File: config.mk
export PLATFORM = sky130hd
export DESIGN_NAME = ring_rr_arbiter
export DESIGN_NICKNAME = d
export VERILOG_FILES = /design/src/rtl/ring_arb_pkg.sv /design/src/rtl/ring_ptr_reg.sv /design/src/rtl/ring_rr_arbiter.sv
export SDC_FILE = /design/constraint.sdc
export NUM_CORES = 1
export LEC_CHECK = 0
export ABC_CLOCK_PERIOD_IN_PS = 2200
export BUFFER_PORTS_ARGS = -buffer_cell sky130_fd_sc_hd__buf_2
export CORE_MARGIN = 2
export CORE_UTILIZATION = 47
export CTS_CLUSTER_DIAMETER = 100
export DETAILED_ROUTE_END_ITERATION = 16
export PLACE_DENSITY = 0.78
export SLEW_MARGIN = 20
export SYNTH_ARGS = -nofsm -noshare
export SYNTH_HDL_FRONTEND = slang
export SYNTH_HIERARCHICAL = 1
export SYNTH_SLANG_ARGS = --single-unit
File: constraint.sdc
create_clock -name clk -period 2.2 [get_ports clk]
set_input_delay 0.44 -clock clk [delete_from_list [all_inputs] [get_ports clk]]
set_output_delay 0.44 -clock clk [all_outputs]
set_load 0.01 [all_outputs]
File: src/rtl/ring_arb_pkg.sv
// Package: ring_arb_pkg
// Shared state encoding and helpers for the ring round-robin arbiter.
//  - state_t / IDLE / HOLD : arbiter FSM state
//  - rotl1                 : rotate a one-hot vector of width n left by one (wraps)
//  - onehot_to_idx         : index of the set bit of a one-hot vector
// Helpers operate on MAX_N-wide vectors; callers size-cast to their own width.
package ring_arb_pkg;

  localparam int unsigned MAX_N = 32;

  typedef logic [0:0] state_t;
  localparam state_t IDLE = 1'b0;
  localparam state_t HOLD = 1'b1;

  function automatic logic [MAX_N-1:0] rotl1(input logic [MAX_N-1:0] v, input int n);
    logic [MAX_N-1:0] r;
    r = '0;
    for (int i = 0; i < MAX_N; i++) begin
      if (i < n) r[(i + 1) % n] = v[i];
    end
    return r;
  endfunction

  function automatic int unsigned onehot_to_idx(input logic [MAX_N-1:0] v);
    int unsigned idx;
    idx = 0;
    for (int unsigned i = 0; i < MAX_N; i++) begin
      if (v[i]) idx = idx | i;
    end
    return idx;
  endfunction

endpackage

File: src/rtl/ring_ptr_reg.sv
// Module: ring_ptr_reg
// N-bit one-hot ring register holding the arbiter priority token.
//  clk     in  1  clock
//  reset   in  1  synchronous active-high reset, loads bit0
//  load    in  1  when high, register takes rot_val rotated left by one
//  rot_val in  N  one-hot value to rotate from (the grant being released)
//  ptr     out N  current one-hot priority pointer
module ring_ptr_reg
  import ring_arb_pkg::*;
#(
  parameter int unsigned N = 4
) (
  input  logic         clk,
  input  logic         reset,
  input  logic         load,
  input  logic [N-1:0] rot_val,
  output logic [N-1:0] ptr
);

  always_ff @(posedge clk) begin
    if (reset) begin
      ptr <= N'(1);
    end else if (load) begin
      ptr <= N'(rotl1(MAX_N'(rot_val), N));
    end
  end

endmodule

File: src/rtl/ring_rr_arbiter.sv
// Module: ring_rr_arbiter
// Round-robin arbiter for one shared resource; one-hot ring pointer as the
// priority token, bounded hold time, priority rotates past the last owner.
//  clk     in  1          clock, posedge
//  reset   in  1          synchronous active-high reset
//  req     in  N          level requests, held until done
//  done    in  N          release pulse; only done[owner] is looked at
//  grant   out N          registered one-hot grant, 0 when idle
//  busy    out 1          |grant
//  owner   out clog2(N)   index of current/last owner
//  timeout out 1          one-cycle pulse after a hold-limit-only release
module ring_rr_arbiter
  import ring_arb_pkg::*;
#(
  parameter int unsigned N        = 4,
  parameter int unsigned MAX_HOLD = 8
) (
  input  logic                 clk,
  input  logic                 reset,
  input  logic [N-1:0]         req,
  input  logic [N-1:0]         done,
  output logic [N-1:0]         grant,
  output logic                 busy,
  output logic [$clog2(N)-1:0] owner,
  output logic                 timeout
);

  localparam int unsigned OW = $clog2(N);
  localparam int unsigned CW = $clog2(MAX_HOLD);
  localparam logic [CW-1:0] HOLD_LAST = CW'(MAX_HOLD - 1);

  state_t        state_q, state_d;
  logic [N-1:0]  grant_q, grant_d;
  logic [OW-1:0] owner_q, owner_d;
  logic          timeout_q, timeout_d;
  logic [CW-1:0] cnt_q, cnt_d;
  logic [N-1:0]  ptr;
  logic          ptr_load;

  ring_ptr_reg #(
    .N (N)
  ) u_ptr (
    .clk     (clk),
    .reset   (reset),
    .load    (ptr_load),
    .rot_val (grant_q),
    .ptr     (ptr)
  );

  // Priority search: lower copy keeps only bits at/above ptr, upper copy is
  // the wrapped-around remainder, so the lowest set bit is the winner.
  logic [2*N-1:0] dreq;
  logic [OW-1:0]  pick_idx;
  logic           pick_found;

  assign dreq = {req, req & ~(ptr - N'(1))};

  always_comb begin
    pick_idx   = '0;
    pick_found = 1'b0;
    for (int i = 2 * N - 1; i >= 0; i--) begin
      if (dreq[i]) begin
        pick_found = 1'b1;
        pick_idx   = (i >= int'(N)) ? OW'(i - int'(N)) : OW'(i);
      end
    end
  end

  logic rel_done, rel_drop, rel_lim;
  assign rel_done = done[owner_q];
  assign rel_drop = ~req[owner_q];
  assign rel_lim  = (cnt_q == HOLD_LAST);

  always_comb begin
    state_d   = state_q;
    grant_d   = grant_q;
    owner_d   = owner_q;
    timeout_d = 1'b0;
    cnt_d     = cnt_q;
    ptr_load  = 1'b0;
    case (state_q)
      IDLE: begin
        if (pick_found) begin
          grant_d = N'(1) << pick_idx;
          owner_d = pick_idx;
          cnt_d   = '0;
          state_d = HOLD;
        end
      end
      HOLD: begin
        if (rel_done || rel_drop || rel_lim) begin
          grant_d   = '0;
          cnt_d     = '0;
          state_d   = IDLE;
          ptr_load  = 1'b1;
          // A cooperative release on the limit edge is not a timeout.
          timeout_d = rel_lim & ~rel_done & ~rel_drop;
        end else begin
          cnt_d = cnt_q + CW'(1);
        end
      end
      default: begin
        state_d = IDLE;
        grant_d = '0;
        cnt_d   = '0;
      end
    endcase
  end

  always_ff @(posedge clk) begin
    if (reset) begin
      state_q   <= IDLE;
      grant_q   <= '0;
      owner_q   <= '0;
      timeout_q <= 1'b0;
      cnt_q     <= '0;
    end else begin
      state_q   <= state_d;
      grant_q   <= grant_d;
      owner_q   <= owner_d;
      timeout_q <= timeout_d;
      cnt_q     <= cnt_d;
    end
  end

  assign grant   = grant_q;
  assign busy    = |grant_q;
  assign owner   = owner_q;
  assign timeout = timeout_q;

endmodule

======== Yosys cells after proc, flatten, opt, wreduce, memory -nomap -nowiden ========
Cells that the tools add are included.
storage, ports and cells
  latch bits .............................. 0
  output and inout port bits .............. 8
  memories ................................ 0
  input port bits ......................... 10
  memory bits (read-only) ................. 0
  word-level logic and storage cells ...... 58
  RAM bits ................................ 0
  bits in registers ....................... 15
operators by class
  $add $sub $neg .......................... 2
  multipliers ............................. 0
  reductions and logical operators ........ 6
  mux-type cells .......................... 31
  div/mod/pow operators ................... 0
  order comparisons ....................... 1
  shift-type cells ........................ 1
  bitwise operators ....................... 8
  equal/unequal tests ..................... 3
operators with widths
  cell                 number
  $mux 2               8
  $mux 1               14
  $mux 4               2
  $pmux 4 s2           1
  $mux 3               2
  $pmux 3 s2           1
  $and 4x4->4          1
  $bmux 1 s2           2
  $not 1->1            4
  $not 4->4            1
  $reduce_and 2->1     2
  $reduce_or 4->1      1
  $shl 1x2->4 const A  1
  $sub 4x1->4 const B  1
  $add 3x1->3 const B  1
  $eq 3x3->1 const B   1
  $lt 2x3->1 const B   1
  $reduce_or 3->1      1
  $and 1x1->1          2
  $logic_or 1x1->1     2
  $ne 2x1->1 const B   1
  $ne 2x2->1 const B   1
  $pmux 1 s2           1

======== Depth between registers and ports, before layout ========
Gate-level depths: netlist of the first run.
  depth after elaboration ................. 11
  gate-level depth with buffers ........... 7
  mapped depth without buffers ............ 7

======== Hierarchy ========
Netlist of the first run, hierarchy kept.
modules (own cells, without submodules)
  module           sequential area each (um^2)  cells an instance  times used  area each (um^2)
  ring_rr_arbiter  220.2                        75                 1           649.4
  ring_ptr_reg     80.1                         13                 1           143.9

======== Least setup slack after synthesis of the first run ========
No wires, ideal clock.
  kind .................................... input to register
  from .................................... in done[3]
  to ...................................... reg u_ptr.ptr[0]
  stages on the path ...................... 5
  setup time .............................. 0.120 ns
  buffers on the path ..................... 1
  required time ........................... 2.080 ns
  setup slack ............................. 0.401 ns
  arrival ................................. 1.679 ns
  cells stage by stage .................... nand2b_1 > mux4_2 > o21a_1 > clkbuf_2 > a211o_1
on the way
  longest elaborated chain between the ends .. 6
RTL lines
  item                            line                   text
  start, declared                 ring_rr_arbiter.sv:21  input logic [N-1:0] done,
  $bmux 1 s2                      ring_rr_arbiter.sv:70  assign rel_done = done[owner_q];
  $mux 1 (not written as such)    ring_rr_arbiter.sv:70
  $logic_or 1x1->1 (2 in series)  ring_rr_arbiter.sv:91  if (rel_done || rel_drop || rel_lim) begin
  $mux 1                          ring_rr_arbiter.sv:91
  $mux 1                          ring_rr_arbiter.sv:81  case (state_q)
  named net ptr_load              ring_rr_arbiter.sv:38  logic ptr_load;
  end signal, assigned            ring_ptr_reg.sv:24     ptr <= N'(rotl1(MAX_N'(rot_val), N));
  end, declared                   ring_ptr_reg.sv:17     output logic [N-1:0] ptr
The timed path passes the listed nets, and every way through them passes these cells. The select of a mux whose other input is x is not followed.
A chain may end at the register's enable or synchronous reset.

======== Worst setup path after layout of the first run ========
  from .................................... reg u_ptr.ptr[0]
  to ...................................... reg grant_q[1] (netlist: grant[1])
on the way
  longest elaborated chain between the ends .. 10
  elaborated cells between the ends (all ways) .. 16
  classes of those cells .................. add/sub: 1; eq/ne: 1; shift: 1; mux: 10; bitwise: 2; reduce/logical: 1
RTL lines
  item                  line                    text
  $sub 4x1->4 (*)       ring_rr_arbiter.sv:56   assign dreq = {req, req & ~(ptr - N'(1))};
  $not 4->4 (*)         ring_rr_arbiter.sv:56
  $and 4x4->4 (*)       ring_rr_arbiter.sv:56
  $mux 2 (4 in series)  ring_rr_arbiter.sv:62   if (dreq[i]) begin
  $shl 1x2->4           ring_rr_arbiter.sv:84   grant_d = N'(1) << pick_idx;
  $mux 4                ring_rr_arbiter.sv:83   if (pick_found) begin
  $pmux 4 s2            ring_rr_arbiter.sv:81
  end signal, assigned  ring_rr_arbiter.sv:119  grant_q <= grant_d;
  end, declared         ring_rr_arbiter.sv:33   logic [N-1:0] grant_q, grant_d;
Mark *: on every way between the ends. The rest lies on a longest branch, timed or not. The select of a mux whose other input is x is not followed.

==> impl_results.md, run 1 <==
* Worst hold stages at 2
* Drt drc at 0
* Iteration-0 DRC Markers at 10
* Count leader, synth: dfxtp_1
* CTS Buf Count at 3
* Latest clock arrival within the worst-skew pair at 290 ps
* CP startpoint: u_ptr/ptr[0]
* WHS at 470 ps
* Share of layout cells above drive strength 1 at 27.5%
* Data required time of the worst path at 2390 ps
* Worst slew pin tran at 556 ps
* Commonest cells in the netlist: 15 x dfxtp_1, 11 x nor2_1, 8 x nand2_1
* Clock skew at 6.45 ps
* Top cell type's share of synthesized area at 37.9%
* Critical path capture point type: register
* Clock power share at 26.9%
* Placed Instance Area at 905 sq um
* Resized Gates After CTS at 0
* Via count at 697
* Sw Share at 29.1%
* Pleak at 0.411 nW
* Worst R2R Path Depth at 7
* Core area at 0.00154 sq mm
* Sink Count at 15
* Register area share after synthesis at 37.9%
* Status: completed
* DRT Pass-1 Iters at 4
* Top_reg_cell synth: dfxtp_1
* Diode count at 0
* RSZ-0062 raised after global routing: false
* Synth Instances at 88
* Global-route wire length before repair at 2580 um
* Antenna violations before repair at 0
* Final ANT Viol Nets at 0
* Pins Over Slew Limit at 0
* Final HPWL DP at 1270 um
* Reg2reg start: u_ptr/ptr[0]
* # IOs at 18
* Final Critical Period at 1840 ps
* Nets at 123
* Post-route design area at 932 sq um
* Worst IR drop on VDD at 0.000362 V
* Vias in the first global route at 586
* Fin Setup TNS at 0 ps
* Warnings, synthesis at 6
* Gate power share at 21.1%
* CTS tree: built
* Worst-path fanout max at 6
* Total gr overflow at 0
* Synth unique cells at 34
* Final period util at 83.6%
* Pwr Density at 621 mW/mm^2
* P&R area growth vs syn at 17.5%
* Pwr Total at 579 uW
* Post-CTS setup buffer count at 0
* R2R Setup Slk at 360 ps
* CTS Hold Bufs at 0
* Synth area leader: dfxtp_1
* Initial Util at 51.5%
* # rows at 14
* Util after Layout at 60.5%
* CTS root buf: clkbuf_4
* Clk buf depth at 2
* Total GRT Usage at 17.7%
* Maxcap violations at 0
* FMAX at 544 MHz
* Worst Path Arrival at 2030 ps
* Die width at 45.1 um
* Min-Delay Startpoint: reset
* Wire per inst at 13.0 um
* Largest net degree at the start of global routing at 14
* Slew headroom at 62.8%
* Seq cells post-synth at 15
* Htree depth at 1
* Die H at 45.1 um
* Syn Area/Cell at 9.01 sq um
* Internal cell power at 411 uW
* Vias per cell at 5.58
* Reg power frac at 52.0%
* Setup violators final at 0
* Syn Nets at 101
* Setup crit start kind: register
* Switching power at 168 uW
* Synth top area cells: dfxtp_1 38%, nand2b_1 5.5%, nor2_1 5.2%, mux2i_1 5.0%, ha_1 4.7%
* Asr flop ratio synth at 0%
* Reg-to-Reg End: grant[1]
* Clock transition at path regs at 90 ps
* GP Congestion at 0.831
* I/O Buffers at 17
* CP Class: reg -> reg
* Full die area at 0.00203 sq mm
* Hold Fails Final Rpt at 0
* Hold Crit Class: in -> reg
* Post-synthesis cell area at 793 sq um
* Final wirelength at 1630 um
* End of the worst hold path: u_ptr/ptr[3]
* Post-synth EDFFs at 0
registers in the layout, summed over array words and instances (netlist names):
signal and count:
grant 4, u_ptr/ptr 4, cnt_q 3, owner 2, state_q 1, timeout 1
worst max-delay path: stages (launching register included):
cell	delay, ps
dfxtp_1	410
inv_1	80
ha_1	210
xnor2_1	130
nand2_1	100
a31oi_1	490
nor2_1	80
a22o_1	240
routing by layer:
layer,vias to the layer above,wire (um),global-route usage (%),share of wire (%)
li1,360,-,-,-
met1,323,766,24.1,47
met2,10,779,26.6,48
met3,4,48,4.80,3.0
met4,0,31,7.06,1.9
met5,-,0,0,0
power groups by stage:
stage / Sequential, mW / Combinational (mW) / Clock [mW]
final: 0.301 / 0.122 / 0.156
after global routing: 0.304 / 0.135 / 0.171
after CTS: 0.301 / 0.123 / 0.160
after detailed placement: 0.307 / 0.122 / 0
after global placement: 0.307 / 0.120 / 0
after floorplan: 0.308 / 0.0804 / 0
worst max path at each step:
stage / slack (ps) / depth (start not counted) / to
floorplan: 400 / 5 / u_ptr/ptr[0]
global placement: 330 / 5 / u_ptr/ptr[0]
detailed placement: 290 / 5 / u_ptr/ptr[0]
CTS: 350 / 7 / grant[1]
global route: 190 / 7 / grant[1]
finish: 360 / 7 / grant[1]
cell usage in the layout (no fill, tap or decap), types with 2 or more instances in the layout:
master,n
buf_2,17
dfxtp_1,15
nor2_1,11
nand2_1,8
nand2b_1,7
mux2i_1,4
inv_1,3
nor3_1,3
a21oi_1,3
ha_1,3
clkbuf_4,3
or4_1,2
xnor2_1,2
o21ai_0,2
a31oi_1,2
o31ai_1,2
a22oi_1,2
buf_4,2
kinds of logic after synthesis:
group | synth area share [%]
compound gates | 18.3
simple gates | 26.5
flops | 37.9
fa+ha+maj | 4.73
mux | 7.89
xor+xnor | 2.21
buf+inv | 2.52
through the flow:
| stage | worst slack, ps | std cells |
|---|---|---|
| 2_1_floorplan | 401 | 88 |
| 3_3_place_gp | 328 | 121 |
| 3_5_place_dp | 292 | 121 |
| 4_1_cts | 354 | 125 |
| 5_1_grt | 194 | 125 |
| 6_report | 361 | 125 |
cell type report:
class / count / area (sq um)
clock buffers: 3 / 22.5
fillers: 145 / 609
flip-flops and latches: 15 / 300
inverters: 3 / 11.3
repair buffers: 19 / 100
well taps: 16 / 20.0
clock inverters: 1 / 5.00
multi-input cells: 68 / 473
No activity file was read; power rests on OpenSTA's default activity.
==> run 2: changes to the inputs <==
--- a/config.mk
+++ b/config.mk
@@ -5,13 +5,13 @@
 export SDC_FILE = /design/constraint.sdc
 export NUM_CORES = 1
 export LEC_CHECK = 0
-export ABC_CLOCK_PERIOD_IN_PS = 2200
+export ABC_CLOCK_PERIOD_IN_PS = 1600
 export BUFFER_PORTS_ARGS = -buffer_cell sky130_fd_sc_hd__buf_2
 export CORE_MARGIN = 2
-export CORE_UTILIZATION = 47
+export CORE_UTILIZATION = 46
 export CTS_CLUSTER_DIAMETER = 100
 export DETAILED_ROUTE_END_ITERATION = 16
-export PLACE_DENSITY = 0.78
+export PLACE_DENSITY = 0.79
 export SLEW_MARGIN = 20
 export SYNTH_ARGS = -nofsm -noshare
 export SYNTH_HDL_FRONTEND = slang
==> constraint.sdc (replaced) <==
create_clock -name clk -period 1.6 [get_ports clk]
set_input_delay 0.32 -clock clk [delete_from_list [all_inputs] [get_ports clk]]
set_output_delay 0.32 -clock clk [all_outputs]
set_load 0.01 [all_outputs]
==> run 2 against run 1 <==
  * Worst hold slack lost 120 ps
  * Global-route usage grew 3.2 points
  * Critical endpoint is now grant[3]
  * Maximum frequency grew 11%
  * Count of clock-buffer cells in the layout grew 1
  * Cell area grew 22%
  * Combinational power grew 110%
  * Final cell count grew 14%
  * Critical path depth grew 1
  * Via count grew 13%
  * The run now ends with setup timing left
==> impl_results.md, run 2 (synthesis gave the netlist of run 1 again) <==
* Status: finished with violations
* Failing checks: setup timing
* Clock transition at path regs at 80 ps
* Vias per cell at 5.57
* Reg2reg start: u_ptr/ptr[0]
* Worst-path fanout max at 5
* Initial Util at 47.5%
* Min-Delay Startpoint: reset
* Diode count at 0
* Latest clock arrival within the worst-skew pair at 290 ps
* Worst Path Arrival at 1840 ps
* Hold Fails Final Rpt at 0
* Pleak at 0.502 nW
* Data required time of the worst path at 1780 ps
* I/O Buffers at 17
* Full die area at 0.00207 sq mm
* Die H at 45.5 um
* Final period util at 103%
* Setup crit start kind: register
* Worst hold stages at 2
* Worst slew pin tran at 361 ps
* Final HPWL DP at 1450 um
* Critical path capture point type: register
* Drt drc at 0
* Setup WS pre-CTS at -144 ps
* Setup violators final at 3
* Pwr Density at 782 mW/mm^2
* Htree depth at 1
* Slew headroom at 75.7%
* Core area at 0.00167 sq mm
* CTS Hold Bufs at 0
* Most frequent cells in the layout: 17 x buf_2, 17 x buf_4, 10 x nor2_1, 10 x dfxtp_1
* Nets at 139
* CTS Buf Count at 3
* Wire per inst at 15.0 um
* Iteration-0 DRC Markers at 10
* CTS root buf: clkbuf_4
* Worst setup margin at -54.3 ps
* Global-route wire length before repair at 3150 um
* CP startpoint: u_ptr/ptr[0]
* Final wirelength at 2130 um
* Total GRT Usage at 20.9%
* Vias in the first global route at 768
* DRT Pass-1 Iters at 4
* Total gr overflow at 0
* Via count at 791
* Final Critical Period at 1650 ps
* CP Class: reg -> reg
* # IOs at 18
* P&R area growth vs syn at 43.8%
* Clock skew at 5.71 ps
* CTS tree: built
* Final ANT Viol Nets at 0
* Worst IR drop on VDD at 0.000595 V
* Share of layout cells above drive strength 1 at 52.0%
* # rows at 15
* Maxcap violations at 0
* GP Congestion at 0.803
* Clk buf depth at 2
* Antenna violations before repair at 0
* Hold Crit Class: in -> reg
* Worst R2R Path Depth at 8
* Pwr Total at 892 uW
* RSZ-0062 raised after global routing: true
* Pins Over Slew Limit at 0
* Largest net degree at the start of global routing at 14
* FMAX at 604 MHz
* Sink Count at 15
* Die width at 45.5 um
run 2: changes by cell type in the layout (fill, tap and decap cells not counted), sizes merged:
cell    change
buf        +16
clkinv      -1
clkbuf      +1
run 2: layer usage:
layer  global-route usage, %  vias to the layer above  wire length (um)
li1                        -                      389                 -
met1                    24.1                      377               920
met2                    36.1                       19              1090
met3                    3.97                        6                69
met4                    11.2                        0                53
met5                       0                        -                 0
run 2: report_power, final:
part | internal, mW | switching [mW] | leakage (nW)
Sequential | 0.394 | 0.0222 | 0.124
Clock | 0.0970 | 0.120 | 0.0150
Combinational | 0.134 | 0.125 | 0.364
Total | 0.625 | 0.267 | 0.502
run 2: final cells by class:
cell class | count | area, sq um
clock buffers | 4 | 26.3
fillers | 127 | 529
inverters | 3 | 11.3
multi-input cells | 68 | 552
flip-flops and latches | 15 | 307
well taps | 17 | 21.3
repair buffers | 35 | 224
run 2: what timing repair did:
action / 4_1_cts / 5_1_grt
gates resized for setup: 14 / 9
setup endpoints to repair: 7 / 10
pin swaps: 8 / 7
buffers inserted: 4 / 1
run 2: critical path, cell delays in order, from the launching register on:
cell     delay (ps)
dfxtp_2         380
inv_2            70
ha_4            160
xnor2_2         150
nand2_2         110
a21oi_2         200
nor4_2           80
buf_4           160
a32o_2          250
run 2: worst paths after layout:
path,endpoint,slack (ps)
worst max-delay path,grant[3],-50
worst min-delay path,u_ptr/ptr[1],350
worst max register to register,grant[3],-50
worst min register to register,grant[2],470
run 2: through the flow:
| stage | util (%) | TNS [ps] | cells | hold WS [ps] | cell area [sq um] |
|---|---|---|---|---|---|
| 4_1_cts | 65.6 | -9.18 | 141 | 349 | 1100 |
| 3_3_place_gp | 59.7 | -686 | 133 | 483 | 997 |
| 6_report | 68.3 | -87.3 | 142 | 351 | 1140 |
| 2_1_floorplan | - | -75.2 | 88 | 387 | 811 |
| 5_1_grt | 68.3 | -249 | 142 | 359 | 1140 |
| 3_5_place_dp | 59.7 | -1280 | 133 | 483 | 997 |
==> run 3: changes to the inputs <==
--- a/config.mk
+++ b/config.mk
@@ -5,13 +5,14 @@
 export SDC_FILE = /design/constraint.sdc
 export NUM_CORES = 1
 export LEC_CHECK = 0
+export ABC_AREA = 1
 export ABC_CLOCK_PERIOD_IN_PS = 1600
 export BUFFER_PORTS_ARGS = -buffer_cell sky130_fd_sc_hd__buf_2
 export CORE_MARGIN = 2
-export CORE_UTILIZATION = 46
+export CORE_UTILIZATION = 47
 export CTS_CLUSTER_DIAMETER = 100
 export DETAILED_ROUTE_END_ITERATION = 16
-export PLACE_DENSITY = 0.79
+export PLACE_DENSITY = 0.8
 export SLEW_MARGIN = 20
 export SYNTH_ARGS = -nofsm -noshare
 export SYNTH_HDL_FRONTEND = slang
==> run 3 against run 2 <==
  * The run now ends clean
  * Maximum frequency rose by 4.2%
  * Global-route usage is 2.0 points lower
  * Combinational power rose by 49%
  * Synthesized cell count grew 41%
  * Worst hold slack improved by 4.4 ps
  * Critical path type is now reg -> out
  * Clock skew decreased by 0.60 ps
  * Power up 17%
  * Highest routed layer unchanged
  * Synthesized area rose by 9.0%
==> impl_results.md, run 3 <==
* Status: completed
* Hold Crit Class: in -> reg
* Clock transition at path regs at 90 ps
* Total GRT Usage at 19.0%
* I/O Buffers at 17
* Nets at 166
* Setup crit start kind: register
* Setup WS pre-CTS at 110 ps
* Syn Area/Cell at 6.97 sq um
* CP Class: reg -> out
* Maxcap violations at 0
* Synth unique cells at 23
* Die width at 46.9 um
* Via count at 880
* Worst setup margin at 12.8 ps
* Final period util at 99.2%
* Wire per inst at 10.9 um
* Setup violators final at 0
* Commonest cells in the netlist: 30 x nand2_1, 19 x inv_1, 15 x dfxtp_1
* Critical path capture point type: output port
* Die H at 46.9 um
* # rows at 15
* Synth Instances at 124
* Hold Fails Final Rpt at 0
* Drt drc at 0
* Final HPWL DP at 1330 um
* Antenna violations before repair at 0
* Min-Delay Startpoint: reset
* Commonest non-fill, non-tap cell in the layout: nand2_1
* Clk buf depth at 2
* GP Congestion at 0.792
* Data required time of the worst path at 1280 ps
* Reg-to-Reg End: state_q
* Iteration-0 DRC Markers at 35
* Synth top area cells: dfxtp_1 35%, nand2_1 13%, inv_1 8.2%, nand2_2 5.1%, nand3_1 4.6%
* Register area share after synthesis at 34.7%
* Sink Count at 15
* Worst slew pin tran at 250 ps
* Worst Path Arrival at 1270 ps
* End of the worst hold path: grant[0]
* R2R Setup Slk at 60 ps
* RSZ-0062 raised after global routing: true
* Non-Filler Instances at 177
* Worst hold stages at 2
* Asr flop ratio synth at 0%
* Initial Util at 50.1%
* CTS tree: built
* Top cell type's share of synthesized area at 34.7%
* Worst R2R Path Depth at 9
* Most frequent cells in the layout: 30 x nand2_1, 18 x buf_2, 17 x inv_1, 12 x dfxtp_1
* Area occupied by multi-input gates at 488 sq um
* Vias in the first global route at 734
* Worst-path fanout max at 4
* Largest net degree at the start of global routing at 12
* Slew headroom at 83.2%
* Clock skew at 5.11 ps
* Syn Nets at 137
* Seq cells post-synth at 15
* Latest clock arrival within the worst-skew pair at 280 ps
* Diode count at 0
* # IOs at 18
* Share of layout cells above drive strength 1 at 40.1%
* Htree depth at 1
* Final wirelength at 1940 um
* CTS root buf: clkbuf_4
* Full die area at 0.00220 sq mm
* Pleak at 0.538 nW
* Top_reg_cell synth: dfxtp_1
* Core area at 0.00173 sq mm
* Fillers at 151
* FF/Latch Area at 304 sq um
* Final ANT Viol Nets at 0
* Worst IR drop on VDD at 0.000580 V
* Pins Over Slew Limit at 0
* Post-synth EDFFs at 0
* P&R area growth vs syn at 25.8%
* Peak per-stage delay on the critical path at 490 ps
* Vias per cell at 4.97
* Synth area leader: dfxtp_1
* CP startpoint: grant[3]
* CTS Buf Count at 3
* Post-synthesis cell area at 865 sq um
* Pwr Density at 961 mW/mm^2
* Count leader, synth: nand2_1
* Final Critical Period at 1590 ps
* Global-route wire length before repair at 2980 um
* WHS at 355 ps
* Fin Setup TNS at 0 ps
* Total gr overflow at 0
* Worst path cell trace: or4_1, buf_2
* Placed cell count at 164
* Warnings, synthesis at 6
* DRT Pass-1 Iters at 5
* Reg2reg start: cnt_q[0]
* FMAX at 630 MHz
* CP max stage cell: or4_1
-- run 3: cell types whose count changed in the layout (fill, tap and decap cells not counted), moves of 3 or more --
cell      change
buf_4         -9
inv_1        +16
nand2_1      +24
nand2b_1      -6
nand3_1       +7
mux2i_1       -4
nor2_1        -3
nand2_2       +4
nor3_1        -3
a21oi_1       +6
nor2_2        +7
-- run 3: power by group --
part	total, mW	switching [mW]	internal (mW)
clock network	0.211	0.118	0.0928
registers	0.450	0.0371	0.413
logic	0.385	0.221	0.163
-- run 3: cells by family after synthesis --
group / synth area share (%)
adders and majority gates: 4.34
buffers and inverters: 11.7
DFF: 34.7
AOI/OAI and AO/OA: 12.4
and+or+nand+nor: 36.8
-- run 3: cell type report --
cell class | count | area share, %
Clock inverter | 1 | 0.460
Multi-Input combinational cell | 85 | 44.9
Tap cell | 25 | 2.88
Clock buffer | 3 | 2.07
Inverter | 22 | 7.94
Sequential cell | 15 | 28.0
Timing Repair Buffer | 26 | 13.8
-- run 3: through the flow --
| stage | area [sq um] | utilization [%] | total power [mW] |
|---|---|---|---|
| CTS | 998 | 57.8 | 0.976 |
| detailed placement | 962 | 55.7 | 0.760 |
| global route | 1090 | 63.0 | 1.12 |
| global placement | 962 | 55.7 | 0.752 |
| floorplan | 865 | - | 0.691 |
| finish | 1090 | 63.0 | 1.05 |
-- run 3: how the worst max path moves through the flow --
stage | to | slack, ps | depth (start not counted)
floorplan | u_ptr/ptr[1] | 210 | 9
global placement | u_ptr/ptr[1] | 190 | 8
detailed placement | u_ptr/ptr[2] | 110 | 8
CTS | busy | 1 | 2
global route | busy | -50 | 2
finish | busy | 10 | 2
-- run 3: metal layers --
| layer | vias up | global-route usage, % | share of wire (%) |
|---|---|---|---|
| li1 | 446 | - | - |
| met1 | 398 | 24.2 | 46 |
| met2 | 30 | 32.1 | 47 |
| met3 | 6 | 2.31 | 5.7 |
| met4 | 0 | 8.33 | 1.4 |
| met5 | - | 0 | 0 |
-- run 3: timing repair --
action,CTS,global route
gates resized for setup,1,11
pin swaps,0,1
setup buffers,1,8
hold buffers,0,0
endpoints found under the setup margin,1,5
-- run 3: worst max-delay path: cells and delay by family, from the launching register on --
family	cells	cell delay, ps
AND/OR/NAND/NOR	1	490
flip-flops	1	340
buffers and inverters	1	150
